## config.mk

```make
export PLATFORM = sky130hd
export DESIGN_NAME = tri_raster_walk
export DESIGN_NICKNAME = d
export VERILOG_FILES = /design/src/rtl/tri_raster_walk.sv
export SDC_FILE = /design/constraint.sdc
export NUM_CORES = 2
export LEC_CHECK = 0
export BUFFER_PORTS_ARGS = -buffer_cell sky130_fd_sc_hd__buf_2
export CORE_MARGIN = 2
export CORE_UTILIZATION = 59
export DETAILED_ROUTE_END_ITERATION = 8
export MAX_ROUTING_LAYER = met4
export PLACE_DENSITY = 0.8
export SETUP_SLACK_MARGIN = 0.5
export SLEW_MARGIN = 20
export SYNTH_ARGS = -nofsm -noshare
export SYNTH_HDL_FRONTEND = slang
export SYNTH_SLANG_ARGS = --single-unit
export TNS_END_PERCENT = 1
```

## constraint.sdc

```tcl
create_clock -name clk -period 7.13 [get_ports clk]
set_input_delay 0.3565 -clock clk [delete_from_list [all_inputs] [get_ports clk]]
set_output_delay 0.3565 -clock clk [all_outputs]
set_load 0.01 [all_outputs]
```

## src/rtl/tri_raster_walk.sv

```systemverilog
// Triangle traversal: walks the clipped bounding box in raster order, one position
// per cycle, updating three edge functions with adders and streaming covered pixels.
module tri_raster_walk #(
  parameter int SCREEN_W      = 320,
  parameter int SCREEN_H      = 240,
  parameter int BOTH_WINDINGS = 1
) (
  input  logic               clk,
  input  logic               rst_n,
  input  logic               raster_start,
  input  logic signed [9:0]  a1,
  input  logic signed [9:0]  b1,
  input  logic signed [9:0]  a2,
  input  logic signed [9:0]  b2,
  input  logic signed [9:0]  a3,
  input  logic signed [9:0]  b3,
  input  logic signed [17:0] c1,
  input  logic signed [17:0] c2,
  input  logic signed [17:0] c3,
  input  logic [8:0]         bbxi,
  input  logic [8:0]         bbxf,
  input  logic [7:0]         bbyi,
  input  logic [7:0]         bbyf,
  output logic               raster_busy,
  output logic               pix_valid,
  input  logic               pix_ready,
  output logic [8:0]         pix_x,
  output logic [7:0]         pix_y,
  output logic               raster_done
);

  typedef enum logic [1:0] {
    IDLE  = 2'd0,
    SETUP = 2'd1,
    WALK  = 2'd2,
    DONE  = 2'd3
  } state_t;

  localparam logic [8:0] X_LAST = 9'(SCREEN_W - 1);
  localparam logic [7:0] Y_LAST = 8'(SCREEN_H - 1);

  state_t             state_r, state_s;
  logic signed [9:0]  a_r [3];
  logic signed [9:0]  a_s [3];
  logic signed [9:0]  b_r [3];
  logic signed [9:0]  b_s [3];
  logic signed [17:0] c_r [3];
  logic signed [17:0] c_s [3];
  logic signed [20:0] e_r [3];
  logic signed [20:0] e_s [3];
  logic signed [20:0] erow_r [3];
  logic signed [20:0] erow_s [3];
  logic [8:0]         bbxi_r, bbxi_s, xf_r, xf_s, x_r, x_s;
  logic [7:0]         bbyi_r, bbyi_s, yf_r, yf_s, y_r, y_s;
  logic               pix_valid_r, pix_valid_s;
  logic               busy_r, busy_s;
  logic               done_r, done_s;
  logic               advance_s;

  function automatic logic signed [20:0] mul_coef(input logic signed [9:0] k,
                                                  input logic [8:0] p);
    logic signed [20:0] ks;
    logic signed [20:0] ps;
    ks = {{11{k[9]}}, k};
    ps = $signed({12'd0, p});
    return ks * ps;
  endfunction

  function automatic logic signed [20:0] ext_const(input logic signed [17:0] k);
    return {{3{k[17]}}, k};
  endfunction

  function automatic logic signed [20:0] ext_coef(input logic signed [9:0] k);
    return {{11{k[9]}}, k};
  endfunction

  function automatic logic is_inside(input logic signed [20:0] e0,
                                     input logic signed [20:0] e1,
                                     input logic signed [20:0] e2);
    logic all_pos;
    logic all_neg;
    all_pos = !e0[20] && !e1[20] && !e2[20];
    all_neg = (e0 <= 21'sd0) && (e1 <= 21'sd0) && (e2 <= 21'sd0);
    return all_pos || ((BOTH_WINDINGS != 0) && all_neg);
  endfunction

  // Next-state, datapath update and next registered outputs.
  always_comb begin
    state_s   = state_r;
    bbxi_s    = bbxi_r;
    xf_s      = xf_r;
    bbyi_s    = bbyi_r;
    yf_s      = yf_r;
    x_s       = x_r;
    y_s       = y_r;
    for (int i = 0; i < 3; i++) begin
      a_s[i]    = a_r[i];
      b_s[i]    = b_r[i];
      c_s[i]    = c_r[i];
      e_s[i]    = e_r[i];
      erow_s[i] = erow_r[i];
    end
    // A held pixel only moves once downstream takes it.
    advance_s = !pix_valid_r || pix_ready;

    case (state_r)
      IDLE: begin
        if (raster_start) begin
          a_s[0] = a1;  a_s[1] = a2;  a_s[2] = a3;
          b_s[0] = b1;  b_s[1] = b2;  b_s[2] = b3;
          c_s[0] = c1;  c_s[1] = c2;  c_s[2] = c3;
          bbxi_s  = bbxi;
          bbyi_s  = bbyi;
          xf_s    = (bbxf > X_LAST) ? X_LAST : bbxf;
          yf_s    = (bbyf > Y_LAST) ? Y_LAST : bbyf;
          state_s = SETUP;
        end else begin
          state_s = IDLE;
        end
      end
      SETUP: begin
        if ((bbxi_r > xf_r) || (bbyi_r > yf_r)) begin
          state_s = DONE;
        end else begin
          for (int i = 0; i < 3; i++) begin
            e_s[i]    = mul_coef(a_r[i], bbxi_r) + mul_coef(b_r[i], {1'b0, bbyi_r})
                        + ext_const(c_r[i]);
            erow_s[i] = e_s[i];
          end
          x_s     = bbxi_r;
          y_s     = bbyi_r;
          state_s = WALK;
        end
      end
      WALK: begin
        if (!advance_s) begin
          state_s = WALK;
        end else if (x_r < xf_r) begin
          x_s = x_r + 9'd1;
          for (int i = 0; i < 3; i++) begin
            e_s[i] = e_r[i] + ext_coef(a_r[i]);
          end
        end else if (y_r < yf_r) begin
          x_s = bbxi_r;
          y_s = y_r + 8'd1;
          for (int i = 0; i < 3; i++) begin
            erow_s[i] = erow_r[i] + ext_coef(b_r[i]);
            e_s[i]    = erow_s[i];
          end
        end else begin
          state_s = DONE;
        end
      end
      DONE: begin
        state_s = IDLE;
      end
      default: begin
        state_s = IDLE;
      end
    endcase

    pix_valid_s = (state_s == WALK) && is_inside(e_s[0], e_s[1], e_s[2]);
    busy_s      = (state_s != IDLE);
    done_s      = (state_s == DONE);
  end

  // State and datapath registers with synchronous active-low reset.
  always_ff @(posedge clk) begin
    if (!rst_n) begin
      state_r     <= IDLE;
      bbxi_r      <= 9'd0;
      xf_r        <= 9'd0;
      bbyi_r      <= 8'd0;
      yf_r        <= 8'd0;
      x_r         <= 9'd0;
      y_r         <= 8'd0;
      pix_valid_r <= 1'b0;
      busy_r      <= 1'b0;
      done_r      <= 1'b0;
      for (int i = 0; i < 3; i++) begin
        a_r[i]    <= 10'sd0;
        b_r[i]    <= 10'sd0;
        c_r[i]    <= 18'sd0;
        e_r[i]    <= 21'sd0;
        erow_r[i] <= 21'sd0;
      end
    end else begin
      state_r     <= state_s;
      bbxi_r      <= bbxi_s;
      xf_r        <= xf_s;
      bbyi_r      <= bbyi_s;
      yf_r        <= yf_s;
      x_r         <= x_s;
      y_r         <= y_s;
      pix_valid_r <= pix_valid_s;
      busy_r      <= busy_s;
      done_r      <= done_s;
      for (int i = 0; i < 3; i++) begin
        a_r[i]    <= a_s[i];
        b_r[i]    <= b_s[i];
        c_r[i]    <= c_s[i];
        e_r[i]    <= e_s[i];
        erow_r[i] <= erow_s[i];
      end
    end
  end

  assign raster_busy = busy_r;
  assign pix_valid   = pix_valid_r;
  assign pix_x       = x_r;
  assign pix_y       = y_r;
  assign raster_done = done_r;

endmodule

```

Word level (Yosys, flattened, before mapping)

Memory sizes are Yosys's and may differ from the RTL's.
Index checks and enable logic that the tools add are counted.

Add/sub/neg operators: 14
Multiplexer cells: 51
Multiply operators: 6
Bitwise gates (word level): 15
Equality and inequality tests: 10
Reduce and logical (&&, ||, !) cells: 18
Order comparisons: 9

Operators by type and width:

| operator            | count |
|---|---|
| $mux 63             | 8 |
| $pmux 63 s2         | 2 |
| $add 21x10->21      | 6 |
| $mux 21             | 6 |
| $mux 30             | 4 |
| $mux 54             | 2 |
| $add 20x19->21      | 3 |
| $add 21x18->21      | 3 |
| $le 21x1->1 const B | 3 |
| $mul 10x10->20      | 3 |
| $mux 10             | 6 |
| $mul 10x9->19       | 3 |
| $mux 18             | 3 |
| $mux 9              | 5 |
| $mux 8              | 5 |
| $pmux 9 s2          | 1 |
| $pmux 8 s2          | 1 |
| $or 1x1->1          | 15 |
| $add 9x1->9 const B | 1 |
| $gt 9x9->1          | 1 |
| $gt 9x9->1 const B  | 1 |
| $lt 9x9->1          | 1 |
| $add 8x1->8 const B | 1 |
| $eq 2x2->1 const B  | 4 |
| other kinds (17)    | 35 |

Memory bits (writable): 240
Memories kept: 5
Output and inout port bits: 20
Flip-flop bits (word level): 56
Word-level logic and storage cells: 138

Memory list:

| name   | words | bits a word | read ports | clocked after Yosys merged registers in | wr ports | line | text |
|---|---|---|---|---|---|---|---|
| e_r    | 3     | 21          | 3          | 0                                       | 3        | 49   | `logic signed [20:0] e_r [3];` |
| erow_r | 3     | 21          | 3          | 0                                       | 3        | 51   | `logic signed [20:0] erow_r [3];` |
| c_r    | 3     | 18          | 3          | 0                                       | 3        | 47   | `logic signed [17:0] c_r [3];` |
| a_r    | 3     | 10          | 3          | 0                                       | 3        | 43   | `logic signed [9:0] a_r [3];` |
| b_r    | 3     | 10          | 3          | 0                                       | 3        | 45   | `logic signed [9:0] b_r [3];` |

Logic depth before layout (Yosys ltp)

An unclocked memory read counts as a cell.

Depth in word-level cells: 11
Depth in mapped cells: 28
Gate-level depth less buffers: 27

Worst setup path before layout

Ideal clock, no wire load.

Path kind: flip-flop to flip-flop
Start: mem a_r[1][9] (netlist: a_r[0][19])
End: reg pix_valid_r (netlist: pix_valid)
Path slack: -0.232 ns
Cell stages (with the launch flop): 27
Clock period less this slack: 7.362 ns
Path buffers: 1
Library setup time: 0.069 ns
Required time: 7.061 ns
Arrival time: 7.293 ns
Cell sequence: dfxtp_1 -> clkbuf_1 -> nand2_1 -> inv_1 -> fa_1 -> fa_1 -> inv_1 -> fa_1 -> inv_1 -> fa_1 -> fa_1 -> fa_1 -> inv_1 -> fa_1 -> inv_1 -> ha_1 -> a21oi_1 -> o221ai_1 -> a221oi_1 -> a21boi_0 -> or3_1 -> a21oi_1 -> o21ai_0 -> xnor2_1 -> a221o_1 -> or4_1 -> o21ai_1

RTL lines:

| what                   | line | text |
|---|---|---|
| start: declaration     | 43   |  |
| end signal: assignment | 195  | `pix_valid_r <= pix_valid_s;` |
| end: declaration       | 55   | `logic pix_valid_r, pix_valid_s;` |

Worst setup path after layout

Start: reg bbyi_r[0]
End: reg pix_valid_r (netlist: pix_valid)

Word-level cells in the longest chain between the ends: 10
Elaborated cells on any way between the ends: 28
Those cells by class: add/sub (6); mul (3); order compare (4); eq/ne (1); mux (4); reduce/logical (10)

RTL lines:

| what                                                  | line   | text |
|---|---|---|
| start: declaration                                    | 54     | `logic [7:0] bbyi_r, bbyi_s, yf_r, yf_s, y_r, y_s;` |
| start signal: assignment                              | 191    | `bbyi_r <= bbyi_s;` |
| $mul 10x9->19                                         | 66     | `return ks * ps;` |
| $add 20x19->21                                        | 126    | `e_s[i] = mul_coef(a_r[i], bbxi_r) + mul_coef(b_r[i], {1'b0, bbyi_r})` |
| $add 21x18->21                                        | 127    | `+ ext_const(c_r[i]);` |
| $mux 63                                               | 122    | `if ((bbxi_r > xf_r) \|\| (bbyi_r > yf_r)) begin` |
| $pmux 63 s2                                           | 106    | `case (state_r)` |
| $le 21x1->1 / $logic_not 1->1 (equally long branches) | 83, 82 |  |
| $logic_and 1x1->1 (on tied branches) (2 in series)    | 83, 82 |  |
| $logic_or 1x1->1                                      | 84     | `return all_pos \|\| ((BOTH_WINDINGS != 0) && all_neg);` |
| $logic_and 1x1->1 (*)                                 | 162    | `pix_valid_s = (state_s == WALK) && is_inside(e_s[0], e_s[1], e_s[2]);` |

Every way passes the cells marked *; elsewhere a longest branch is shown, timed or not.
A chain may end at the register's enable or synchronous reset.

==> impl_metrics.csv <==
group,metric,value,unit
power,power_density,299,mW/mm²
die,die_h,271,µm
timing,max_slew_margin,20.1,%
clocking,clock_sinks,296,
clocking,root_buffer,"clkbuf_16",
timing,max_freq,137,MHz
min_path,hold_class,"in2reg",
power,p_leak,24.7,nW
placed_design,dpl_worst_slack,-0.432,ns
cells_and_area,syn2layout_area_growth,17.3,%
global_routing,track_usage,38.2,%
die,start_util,59.9,%
logic_synthesis,synthesis.nets,6167,
timing,layout_setup_ws,-0.149,ns
cells_and_area,final_cell_mix,"853 x inv_1, 619 x nand2_1, 595 x fa_1, 378 x ha_1, 347 x a21oi_1",
logic_synthesis,synth_top_flop_cell,"dfxtp_1",
worst_setup_path,r2r_start,"bbyi_r[0]",
placed_design,dp_cells,6228,
clocking,cts_buffers,39,
routing,vias,38031,
timing,rsz0062_at_grt,"true",
timing,worst_slew_pin_slew,1.20,ns
power,ir_drop,0.318,mV
global_routing,grt_max_degree,118,
logic_synthesis,ys_types,79,
logic_synthesis,yosys.area_share.adder,40.8,%
die,fp-row-count,97,
timing,finalSetupViolCount,1,
timing,hold_viol,0,
clocking,clock_latency,0.62,ns
logic_synthesis,syn_area,0.0421,mm²
worst_setup_path,cp_slowest_cell,"fa_1",
outcome,violations,"negative setup slack",
cells_and_area,final_common_cell,"inv_1",
logic_synthesis,synth_simple_gate_area_share,16.1,%
worst_setup_path,crit_type,"reg2reg",
routing,ant_nets,0,
die,ios,172,
worst_setup_path,worst_ep_required_time,7.69,ns
timing,finalCritPeriodShare,102,%
die,floorplan.die_area,0.0735,mm²
global_routing,grt_pass1_vias,39480,
logic_synthesis,synth-seq-area-share,14.1,%
global_routing,antenna_found_initial,5,
logic_synthesis,synth-xor-area-share,3.70,%
timing,post-route-min-period,7.28,ns
worst_setup_path,critPathCaptureType,"flop",
routing,wirelength,136000,µm
clocking,cts_tree,"done",
min_path,holdCritStartpoint,"bbxi[7]",
global_routing,grt_first_pass_wirelength,213000,µm
clocking,clk_path_buf_depth,3,
worst_setup_path,critical_path.most_common_cell,"fa_1",
worst_setup_path,slowest_delay,0.54,ns
job,cap_violations,0,
logic_synthesis,synth.mux.area_fraction,0.619,%
logic_synthesis,ys.warnings.count,0,
timing,finalMaxSlewViolations,0,
placed_design,place_hpwl,103000,µm
logic_synthesis,synth_area_per_cell,8.40,µm²
routing,wire_per_inst,21.2,µm
logic_synthesis,synthCells,5008,
worst_setup_path,crit_path_start_kind,"flop",
placed_design,portBuffers,171,
global_routing,overflow,0,
clocking,cts_max_level,2,
logic_synthesis,synth_top_family_by_area,"adder cells",
routing,drt_iter0_markers,3330,
die,core_area,0.0703,mm²
logic_synthesis,synth-seq-cells,296,
worst_setup_path,setup.worst_path.start,"bbyi_r[0]",
die,die_w,271,µm
cells_and_area,drive_gt1_share,15.5,%
worst_setup_path,rrSetupSlack,-0.15,ns
cells_and_area,fill_cells,5243,
logic_synthesis,synth_compound_area_share,14.9,%
outcome,status,"complete, but fails checks",
cells_and_area,final_nets,6573,
logic_synthesis,synth-edff-count,0,
routing,drt_first_pass_iters,7,
worst_setup_path,path_max_fanout,8,
placed_design,finalWeightedCongestion,1.05,
timing,clock_skew,0.0410,ns
logic_synthesis,ys_async_sr_fraction,0,%
worst_setup_path,cp_data_arrival_time,7.83,ns
routing,viasPerCell,5.95,
routing,drc_errors,0,
clocking,path_clk_slew,0.06,ns
cells_and_area,final_cells,6393,
[cell usage after synthesis, types with 13 or more instances]
library cell	n	area, µm²
inv_1	868	3260
nand2_1	636	2390
fa_1	609	12200
ha_1	398	4980
a21oi_1	368	1840
and2_1	329	2060
dfxtp_1	296	5930
nor2_1	237	890
clkbuf_1	209	785
o21ai_0	126	631
xnor2_1	124	1090
a21o_1	71	533
a211oi_1	67	503
nor3_1	58	290
nand3_1	51	255
xor2_1	51	447
and3_1	29	181
a221oi_1	27	236
o21a_1	27	203
mux2i_1	26	260
o211ai_1	26	195
a31oi_1	24	150
nand4_1	24	150
a22o_1	21	184
buf_1	21	78.8
o22ai_1	20	125
o21bai_1	19	143
o221a_2	14	158
a222oi_1	13	130
[timing repair]
action	CTS	global route
endpoints found under the setup margin	48	52
pin swaps	76	67
hold buffers	50	0
setup buffers	31	3
resized for setup	126	60
hold endpoints to repair	50	0
[power breakdown]
group,internal [mW],total [mW],switching [mW]
registers,2.05,2.46,0.406
logic,3.92,10.1,6.16
clock network,1.30,2.21,0.907
total,7.28,14.8,7.48
[layout make-up]
type                    instances  area, µm²  share of cell area, %
diodes                          9       22.5                 0.0456
flip-flops and latches        296       5990                   12.1
inverters                     869       3270                   6.62
multi-input cells            3612      32900                   66.7
clock buffers                  53       1090                   2.21
repair buffers                596       4580                   9.27
clock inverters                18        295                  0.598
well taps                     940       1180                   2.38
[worst paths after layout]
check                    end  cells past startpoint
setup / recovery   pix_valid                     29
hold / removal     bbxi_r[7]                      3
setup reg to reg   pix_valid                     29
hold reg to reg   c_r[0][24]                      2
[kinds of logic after synthesis]
logic type                 after synthesis
AOI/OAI and AO/OA                      960
xor gates and xnor gates               176
adders and majority gates             1007
buffers and inverters                 1100
DFF                                    296
muxes                                   26
and+or+nand+nor                       1443
[flip-flops by register name (all words and copies together) (netlist names), 8 cells and up]
register and flops:
a_r 30, c_r 54, yf_r 8, b_r 30
erow_r 63, e_r 63, xf_r 9, bbyi_r 8
pix_x 9, bbxi_r 9, pix_y 8
[metal layers]
layer  track usage (%)  vias to the layer above  share of wire, %
met1              45.0                    18454                37
met2              61.4                     1988                46
li1                  -                    17020                 -
met4              24.4                        0               7.9
met5                 -                        -                 0
met3              5.45                      569               8.7
[worst max-delay path, delay by kind of cell, from the launching register on]
| kind | cells | cell delay, ns |
|---|---|---|
| AOI/OAI and AO/OA | 5 | 1.03 |
| xor gates and xnor gates | 1 | 0.23 |
| adders and majority gates | 8 | 3.55 |
| buffers and inverters | 8 | 0.91 |
| DFF | 1 | 0.34 |
| and+or+nand+nor | 7 | 1.13 |
[stage by stage]
stage | cell area (µm²) | power (mW) | hold WS [ns] | utilization, % | TNS (ns)
floorplan | 42500 | 8.11 | 0.432 | - | 0
global placement | 46400 | 11.4 | 0.441 | 66.0 | -0.338
detailed placement | 46400 | 11.7 | 0.444 | 66.0 | -0.739
CTS | 49000 | 14.3 | 0.000527 | 69.8 | -0.0234
global route | 49400 | 15.5 | 0.0240 | 70.2 | -0.763
finish | 49400 | 14.8 | 0.000467 | 70.2 | -0.149
(Power assumes the default switching activity.)
